[config.mk]
export PLATFORM = sky130hd
export DESIGN_NAME = dmem_ctrl
export DESIGN_NICKNAME = d
export VERILOG_FILES = /design/src/rtl/dmem_defs.sv /design/src/rtl/dmem_timeout_cnt.sv /design/src/rtl/dmem_ctrl.sv
export SDC_FILE = /design/constraint.sdc
export NUM_CORES = 1
export LEC_CHECK = 0
export CAP_MARGIN = 25
export CELL_PAD_IN_SITES_DETAIL_PLACEMENT = 0
export CELL_PAD_IN_SITES_GLOBAL_PLACEMENT = 2
export CORE_AREA = 5 5 113 115
export DETAILED_ROUTE_END_ITERATION = 10
export DIE_AREA = 0 0 118 120
export DONT_BUFFER_PORTS = 1
export PLACE_DENSITY_LB_ADDON = 0.3
export SLEW_MARGIN = 10
export SYNTH_ARGS = -nofsm -noshare
export SYNTH_HDL_FRONTEND = slang
export SYNTH_SLANG_ARGS = --single-unit
[constraint.sdc]
create_clock -name clock -period 1.9 [get_ports clock]
set_clock_uncertainty 0.05 [all_clocks]
set_input_delay 0.095 -clock clock [delete_from_list [all_inputs] [get_ports clock]]
set_output_delay 0.095 -clock clock [all_outputs]
set_load 0.005 [all_outputs]
[src/rtl/dmem_defs.sv]
// Shared definitions for the data-memory access controller: FSM encoding and defaults.
// The timeout path is built only when DMEM_CTRL_TIMEOUT_EN is defined.
package dmem_defs;

    typedef enum logic [1:0] {
        S_IDLE = 2'd0,
        S_REQ  = 2'd1,
        S_DONE = 2'd2
    } state_t;

    localparam int          TIMEOUT_CYC_DEF = 256;
    localparam logic [31:0] DMEM_ERR_DATA   = 32'h0;

endpackage

[src/rtl/dmem_timeout_cnt.sv]
// Clear / enable / terminal-count counter that bounds how long a bus request may wait.
// Present only when DMEM_CTRL_TIMEOUT_EN is defined; the default build has no timeout logic.
`ifdef DMEM_CTRL_TIMEOUT_EN
module dmem_timeout_cnt #(
    parameter int TERM = 256
) (
    input  logic clock,
    input  logic reset,
    input  logic i_clr,
    input  logic i_en,
    output logic o_tc
);

    localparam int CNT_W = (TERM > 1) ? $clog2(TERM) : 1;

    logic [CNT_W-1:0] r_cnt;

    // NOTE: sequential state uses non-blocking assignments so every flop samples pre-edge values.
    always_ff @(posedge clock) begin
        if (reset || i_clr) begin
            r_cnt <= '0;
        end else if (i_en && !o_tc) begin
            r_cnt <= r_cnt + 1'b1;
        end
    end

    assign o_tc = (r_cnt == CNT_W'(TERM - 1));

endmodule
`endif

[src/rtl/dmem_ctrl.sv]
// Multi-cycle data-memory access controller: req/ack bus transaction, load return and pipeline stall.
// Optional request timeout with bus_err reporting is enabled by defining DMEM_CTRL_TIMEOUT_EN.
module dmem_ctrl
    import dmem_defs::*;
#(
    parameter int ADDR_W      = 32,
    parameter int DATA_W      = 32,
    parameter int TIMEOUT_CYC = TIMEOUT_CYC_DEF
) (
    input  logic              clock,
    input  logic              reset,
    input  logic              dmem_re,
    input  logic              dmem_we,
    input  logic [ADDR_W-1:0] alu_out,
    input  logic [DATA_W-1:0] dmem_wd,
    output logic [DATA_W-1:0] rd,
    output logic              stall,
    output logic              misalign_err,
    output logic              bus_err,
    output logic              bus_req,
    output logic              bus_we,
    output logic [ADDR_W-1:0] bus_addr,
    output logic [DATA_W-1:0] bus_wdata,
    input  logic              bus_ack,
    input  logic [DATA_W-1:0] bus_rdata
);

    if (TIMEOUT_CYC < 2) begin : g_bad_cfg
        $error("dmem_ctrl: TIMEOUT_CYC must be at least 2");
    end

    state_t            r_state;
    state_t            w_state_nxt;
    logic [ADDR_W-1:0] r_addr;
    logic [DATA_W-1:0] r_wdata;
    logic              r_we;
    logic [DATA_W-1:0] r_rd;
    logic              w_access;
    logic              w_aligned;
    logic              w_start;
    logic              w_timeout;
    logic              w_stall;
    logic              w_misalign;

    assign w_access  = dmem_re | dmem_we;
    assign w_aligned = (alu_out[1:0] == 2'b00);

`ifdef DMEM_CTRL_TIMEOUT_EN
    logic w_tc;
    logic r_bus_err;

    dmem_timeout_cnt #(
        .TERM (TIMEOUT_CYC)
    ) u_timeout_cnt (
        .clock (clock),
        .reset (reset),
        .i_clr (w_start),
        .i_en  ((r_state == S_REQ) && !bus_ack),
        .o_tc  (w_tc)
    );

    // An ack arriving in the terminal cycle still completes the access normally.
    assign w_timeout = (r_state == S_REQ) && w_tc && !bus_ack;

    always_ff @(posedge clock) begin
        if (reset) begin
            r_bus_err <= 1'b0;
        end else begin
            r_bus_err <= w_timeout;
        end
    end

    assign bus_err = r_bus_err;
`else
    assign w_timeout = 1'b0;
    assign bus_err   = 1'b0;
`endif

    // NOTE: every always_comb output gets a default first, so no path can infer a latch.
    always_comb begin
        w_state_nxt = r_state;
        w_start     = 1'b0;
        w_stall     = 1'b0;
        w_misalign  = 1'b0;
        case (r_state)
            S_IDLE: begin
                if (w_access && w_aligned) begin
                    w_start     = 1'b1;
                    w_stall     = 1'b1;
                    w_state_nxt = S_REQ;
                end else if (w_access) begin
                    w_misalign  = 1'b1;
                end
            end
            S_REQ: begin
                w_stall = 1'b1;
                if (bus_ack || w_timeout) begin
                    w_state_nxt = S_DONE;
                end
            end
            // Strobes still high here belong to the instruction that just completed.
            S_DONE:  w_state_nxt = S_IDLE;
            default: w_state_nxt = S_IDLE;
        endcase
    end

    always_ff @(posedge clock) begin
        if (reset) begin
            r_state <= S_IDLE;
        end else begin
            r_state <= w_state_nxt;
        end
    end

    always_ff @(posedge clock) begin
        if (reset) begin
            r_addr  <= '0;
            r_wdata <= '0;
            r_we    <= 1'b0;
        end else if (w_start) begin
            r_addr  <= {alu_out[ADDR_W-1:2], 2'b00};
            r_wdata <= dmem_wd;
            r_we    <= dmem_we;
        end
    end

    // rd only ever changes on a completed load (or a timed-out access when enabled).
    always_ff @(posedge clock) begin
        if (reset) begin
            r_rd <= '0;
        end else if ((r_state == S_REQ) && bus_ack && !r_we) begin
            r_rd <= bus_rdata;
`ifdef DMEM_CTRL_TIMEOUT_EN
        end else if (w_timeout) begin
            r_rd <= DATA_W'(DMEM_ERR_DATA);
`endif
        end
    end

    assign rd           = r_rd;
    assign stall        = w_stall;
    assign misalign_err = w_misalign;
    assign bus_req      = (r_state == S_REQ);
    assign bus_we       = r_we;
    assign bus_addr     = r_addr;
    assign bus_wdata    = r_wdata;

endmodule
Yosys cells after proc, flatten, opt, wreduce, memory -nomap -nowiden
Cells that the tools add are included.
- $lt $le $gt $ge: 0
- add/sub/neg operators: 0
- divide/modulo/power cells: 0
- shifts and indexed selects: 0
- $mul: 0
- eq/ne operators: 3
- bitwise gates (word level): 1
- multiplexer cells: 9
- reductions and logical operators: 7
- operators with widths (operator ; count):
    $mux 1 ; 5
    $logic_not 2->1 ; 2
    $mux 2 ; 2
    $pmux 2 s2 ; 1
    $logic_and 1x1->1 ; 3
    $eq 2x1->1 const B ; 1
    $ne 2x1->1 const B ; 1
    $ne 2x2->1 const B ; 1
    $pmux 1 s2 ; 1
    $reduce_and 2->1 ; 1
    $logic_not 1->1 ; 1
    $or 1x1->1 ; 1
- output and inout port bits: 101
- memory bits (writable): 0
- memories: 0
- latch bits: 0
- register bits: 97
- logic and storage cells: 25
- input port bits: 101
- ROM bits: 0

Logic depth before layout (Yosys ltp)
Gate-level depths: netlist of the first run.
- word-level depth: 4
- mapped depth: 5
- gate-level depth less buffers: 3

Least setup slack after synthesis of the first run
OpenSTA, ideal clock, no wires.
- kind: flip-flop to flip-flop
- start point: register r_state[1]
- end point: register r_addr[10] (netlist: bus_addr[10])
- cell stages (with the launch flop): 6
- path buffers: 2
- arrival: 1335 ps
- library setup time: 132 ps
- clock period less this slack: 1517 ps
- slack: 383 ps
- data required time: 1718 ps
- cell sequence: dfxtp_1 -> or4_1 -> buf_6 -> buf_6 -> o21ai_1 -> a21oi_1
- word-level cells in the longest chain between the ends: 2
- RTL lines (item ; RTL line ; text):
    from (decl) ; dmem_ctrl.sv:32 ; state_t r_state;
    from (signal assigned) ; dmem_ctrl.sv:111 ; r_state <= w_state_nxt;
    $logic_not 2->1 ; dmem_ctrl.sv:85 ; case (r_state)
    $mux 1 ; dmem_ctrl.sv:85 ;
    to (signal assigned) ; dmem_ctrl.sv:121 ; r_addr <= {alu_out[ADDR_W-1:2], 2'b00};
    to (decl) ; dmem_ctrl.sv:34 ; logic [ADDR_W-1:0] r_addr;
Every way passes these cells.
A chain may end at the register's enable or synchronous reset.

Final worst setup path of the first run
- start point: register r_state[1]
- end point: register r_state[0]
- word-level cells in the longest chain between the ends: 3
- elaborated cells on any way between the ends: 6
- classes of those cells: 3 x eq/ne; 1 x mux; 2 x reduce/logical
- RTL lines (item ; RTL line):
    $eq 2x1->1 / $logic_not 2->1 (equally long branches) ; dmem_ctrl.sv:85
    $ne 2x1->1 (no line) / $ne 2x2->1 (equally long branches) ; n/a
    $reduce_and 2->1 (no line) ; n/a
Several ways; a longest one is shown, not always the timed one.

==> results of run 1 <==
[power by group through the flow]
stage	sequential (mW)	clock, mW	combinational (mW)
2_1_floorplan	2.20	0	0.264
3_5_place_dp	2.22	0	0.267
3_3_place_gp	2.22	0	0.258
4_1_cts	2.17	1.91	0.271
6_report	2.17	1.83	0.268
5_1_grt	2.18	2.00	0.304
[final timing paths]
check                                start    endpoint  slack [ps]  depth (start not counted)
worst max-delay path            r_state[1]  r_state[0]         130                          5
worst min-delay path                 reset       rd[3]        -230                          1
worst max register to register  r_state[1]  r_state[0]         130                          5
worst min register to register      rd[10]      rd[10]         420                          2
[flip-flops by register name (all words and copies together) (netlist names)]
name / count
bus_addr: 30
r_state: 2
rd: 32
bus_we: 1
bus_wdata: 32
[metrics by stage]
| stage | hold slack (ps) | power (mW) | std cells | setup slack, ps | cell area, um2 |
|---|---|---|---|---|---|
| 6_report | -233 | 4.27 | 577 | 128 | 4220 |
| 5_1_grt | -255 | 4.48 | 577 | 26.1 | 4220 |
| 4_1_cts | -253 | 4.36 | 577 | 30.7 | 4220 |
| 3_5_place_dp | 124 | 2.48 | 558 | 182 | 3890 |
| 3_3_place_gp | 122 | 2.48 | 558 | 227 | 3890 |
| 2_1_floorplan | 181 | 2.46 | 447 | 383 | 3870 |
[cell usage in the layout, fill, tap and decap left out, types with 2 or more instances in the layout]
cell type / instances
dfxtp_1: 97
a21oi_1: 96
nand2_1: 65
nand3b_1: 62
o21ai_1: 56
buf_4: 10
clkbuf_16: 9
o21ai_2: 5
o21ai_0: 3
conb_1: 3
dlygate4sd3_1: 3
clkinvlp_4: 2
clkinv_2: 2
buf_12: 2
[layout make-up]
type,count,area [um2],share of cell area (%)
Clock buffer,11,243,5.75
Multi-Input combinational cell,301,1650,39.0
Tap cell,147,184,4.36
Inverter,1,3.75,0.0890
Clock inverter,5,55.1,1.30
Timing Repair Buffer,15,145,3.44
Sequential cell,97,1940,46.0
[synthesized netlist by cell type]
cell type	count	area share, %
buf_6	13	3.8
nand4bb_1	1	0.29
nand2b_1	1	0.16
clkbuf_1	29	2.8
and3b_1	1	0.23
a21oi_1	96	12
nand2_1	65	6.3
nor4_4	1	0.55
dfxtp_1	97	50
buf_4	3	0.58
nor4_1	1	0.16
o21ai_1	56	7.3
inv_1	1	0.097
nor2_1	2	0.19
o21ai_2	4	0.91
nand3b_1	62	12
and2b_2	1	0.23
and4bb_2	1	0.32
buf_2	3	0.39
conb_1	1	0.097
o21ai_0	4	0.52
or2b_1	1	0.19
or4_1	1	0.19
[metal layers]
| layer | vias to the layer above | part of all wire, % | routed length, um |
|---|---|---|---|
| met5 | - | 0 | 0 |
| met4 | 0 | 1.8 | 192 |
| met3 | 11 | 12 | 1240 |
| met2 | 118 | 44 | 4790 |
| met1 | 1399 | 42 | 4560 |
| li1 | 1497 | - | - |
[worst register-to-register path, cell delays in order, from the launching register on]
cell and delay [ps]:
dfxtp_1 310, buf_4 150, nor4_4 390, o21ai_2 130
a21oi_1 140, dlygate4sd3_1 550
[what timing repair did]
item                       in CTS  in global routing
setup endpoints to repair       0                  1
buffers inserted                0                  0
gates resized for setup         0                  2
hold endpoints to repair       97                 95
[kinds of logic (layout without fill, tap and decap cells)]
group | after synthesis | count (layout) | synth area share (%)
other | 1 | 3 | 0.0970
AOI/OAI and AO/OA | 160 | 160 | 21.1
buffers and inverters | 49 | 32 | 7.67
and+or+nand+nor | 138 | 138 | 20.9
DFF | 97 | 97 | 50.2
==> results.cfg, run 1 <==
[worst_setup_path]
slowest_delay_ps = 550
path_max_fanout = 5
endpoint_kind = register
crit_type = register to register
critPathArrivalTime_ps = 2010
cp_top_family = buffers and inverters
crit_chain = buf_4, nor4_4, o21ai_2, a21oi_1, dlygate4sd3_1
path_buf_inv = 2
slowest_stage = dlygate4sd3_1
required_ps = 2130
startpoint_type = register

[global_route]
grtUsageMet3_pct = 8.15
track_usage_pct = 14.8
use_met1_pct = 17.4
top_usage_layer = met2
grt_start_max_net_pins = 98
gr-total-overflow = 0
grt_pass1_wl_um = 16700
grt_pass1_vias = 2935
use_met2_pct = 22.2
antenna_found_initial = 0

[sta]
max_slew_margin_pct = 62.6
finalCritPeriodShare_pct = 93.2
hold_violations = 95
slew_violations = 0
hold_ws_ps = -233
post-route-min-period_ps = 1770
fmax_mhz = 564
rsz0062_at_grt = no
worst_slew_pin_slew_ps = 556
totalNegativeSetupSlack_ps = 0
setup_violations = 0

[detailed_routing]
dr_total_vias = 3025
wire_per_inst_um = 18.7
wl_um = 10800
ant_nets = 0
initialDrtViolationCount = 201
viasPerCell = 5.24
drt_pass1_iterations = 4
drc_errors = 0

[synthesis]
syn_avg_cell_area_um2 = 8.69
synth-seq-cells = 97
yosysWarningCount = 0
synth_area_um2 = 3860
synth_cell_types = 23
ys_seq_area_share_pct = 50.2
synth_cells = 445

[die]
fp.dieW_um = 118
coreArea_um2 = 11700
dieHeight_um = 120
rows = 40
initial_utilization_pct = 33.0
fp.dieArea_um2 = 14200
io_pins = 202

[power]
p_per_area_nw_per_um2 = 1010
clkPwrFrac_pct = 42.9
p_comb_share_pct = 6.3
p_sw_share_pct = 23.3
internal_power_mw = 3.27
seqPwrFrac_pct = 50.8
p_switching_mw = 0.996
p_leak_nw = 1.33
ir_worst_vdd_uv = 447

[clock_tree]
cts_tree = done
cts_num_sinks = 97
cts_root_buf = clkbuf_16
clk_path_buf_depth = 2
htree_levels = 3
clk_latency_ps = 340
hold_buffers = 3
path_clk_slew_ps = 70
cts_buffers = 9

[placement]
gp_congestion = 0.713
hpwl_um = 7160
port-buffer-count = 0

[layout]
syn2layout_area_growth_pct = 9.16
final_nets = 526
drive_gt1_share_pct = 8.60
diodes = 0
final_util_pct = 36.0
nFillCells = 1198

[worst_hold_path]
hold_path.class = input port to register

[outcome]
status = finished, violations left
violations = hold timing

[run]
max_cap_viol_count = 0
(Power assumes the default switching activity.)
==> inputs of run 2 (changes only) <==
Settings changed: CELL_PAD_IN_SITES_DETAIL_PLACEMENT 0 to default, CELL_PAD_IN_SITES_GLOBAL_PLACEMENT 2 to default, CORE_AREA 5 5 113 115 to 5 5 94 96, DIE_AREA 0 0 118 120 to 0 0 99 101.
==> results.cfg, run 2 (same netlist as run 1, synthesis figures left out) <==
[outcome]
status = finished, violations left
violations = hold timing

[sta]
finalCritPeriodShare_pct = 95.3
hold_ws_ps = -264
hold_violations = 95
max_slew_margin_pct = 64.1
fin_ws_ps = 90.1
setup_violations = 0
rsz0062_at_grt = no
slew_violations = 0
totalNegativeSetupSlack_ps = 0
fmax_mhz = 553
worst_slew_pin_slew_ps = 538
post-route-min-period_ps = 1810

[detailed_routing]
initialDrtViolationCount = 83
viasPerCell = 5.67
wl_um = 9620
ant_nets = 0
drc_errors = 0
dr_total_vias = 3022
drt_pass1_iterations = 4
wire_per_inst_um = 18.0

[worst_setup_path]
slowest_stage = dlygate4sd3_1
cp_top_family = buffers and inverters
endpoint_kind = register
critPathArrivalTime_ps = 2060
slowest_delay_ps = 560
cp.depth = 5
reg2regPathDepth = 5
path_buf_inv = 2
path_max_fanout = 5
crit_chain = buf_4, nor4_4, o21ai_1, a21oi_1, dlygate4sd3_1
required_ps = 2150
crit_type = register to register
startpoint_type = register

[layout]
final_cell_mix = 97 x dfxtp_1, 96 x a21oi_1, 65 x nand2_1
final_nets = 524
diodes = 0
final_cell_area_um2 = 4040
drive_gt1_share_pct = 8.18
nFillCells = 767
syn2layout_area_growth_pct = 4.40
final_util_pct = 50.6
final_common_cell = dfxtp_1

[clock_tree]
cts_num_sinks = 97
cts_setup_buffers = 0
clk_path_buf_depth = 2
cts_root_buf = clkbuf_8
cts_buffers = 9
htree_levels = 3
path_clk_slew_ps = 110
clk_latency_ps = 350
hold_buffers = 3
cts_tree = done

[placement]
hpwl_um = 6520
place_ws_ps = 170
port-buffer-count = 0
gp_congestion = 0.744
placed_cell_area_um2 = 3790

[die]
io_pins = 202
fp.dieArea_um2 = 10000
rows = 33
initial_utilization_pct = 48.5
dieHeight_um = 101
coreArea_um2 = 7970
fp.dieW_um = 99

[global_route]
antenna_found_initial = 0
track_usage_pct = 18.1
grt_pass1_vias = 2751
grt_pass1_wl_um = 14600
grt_start_max_net_pins = 98
gr-total-overflow = 0

[worst_hold_path]
hold_path.class = input port to register
min_path_cells = 1

[power]
p_per_area_nw_per_um2 = 946
p_leak_nw = 1.28
ir_worst_vdd_uv = 365

[run]
max_cap_viol_count = 0
[run 2: cell types whose count changed in the layout (fill, tap and decap cells not counted), moves of 2 or more]
cell,delta
clkbuf_16,-9
clkbuf_8,+8
buf_12,-2
clkinv_2,-2
clkinv_4,+2
inv_8,+2
[run 2: where the power goes]
part	internal, mW	switching (mW)	total (mW)
combinational	0.101	0.151	0.252
clock	0.636	0.764	1.40
sequential	2.11	0.0594	2.17
total	2.84	0.974	3.82
[run 2: final cells by class]
type                            count  area [um2]  area share, %
Tap cell                          105         131           3.26
Sequential cell                    97        1940           48.1
Inverter                            1        3.75         0.0930
Clock buffer                        9         124           3.07
Multi-Input combinational cell    301        1640           40.7
Clock inverter                      7        86.3           2.14
Timing Repair Buffer               13         105           2.60
[run 2: final timing paths]
kind | start | to | slack (ps)
setup / recovery | r_state[1] | r_state[0] | 90
hold / removal | reset | rd[16] | -260
setup reg to reg | r_state[1] | r_state[0] | 90
hold reg to reg | rd[3] | rd[3] | 430
[run 2: metal layers]
metal,vias up,part of all wire [%],global-route usage [%]
li1,1490,-,-
met4,0,1.9,7.14
met1,1396,39,21.3
met5,-,0,0
met3,16,12,8.86
met2,120,47,28.5
[run 2: what timing repair did]
action	CTS	global route
resized for setup	0	1
hold endpoints to repair	97	95
endpoints found under the setup margin	0	1
[run 2: per-stage QoR]
stage | std cells | hold WS (ps) | total power, mW
2_1_floorplan | 447 | 181 | 2.46
3_3_place_gp | 514 | 121 | 2.45
3_5_place_dp | 514 | 123 | 2.47
4_1_cts | 533 | -284 | 3.86
5_1_grt | 533 | -296 | 3.99
6_report | 533 | -264 | 3.82
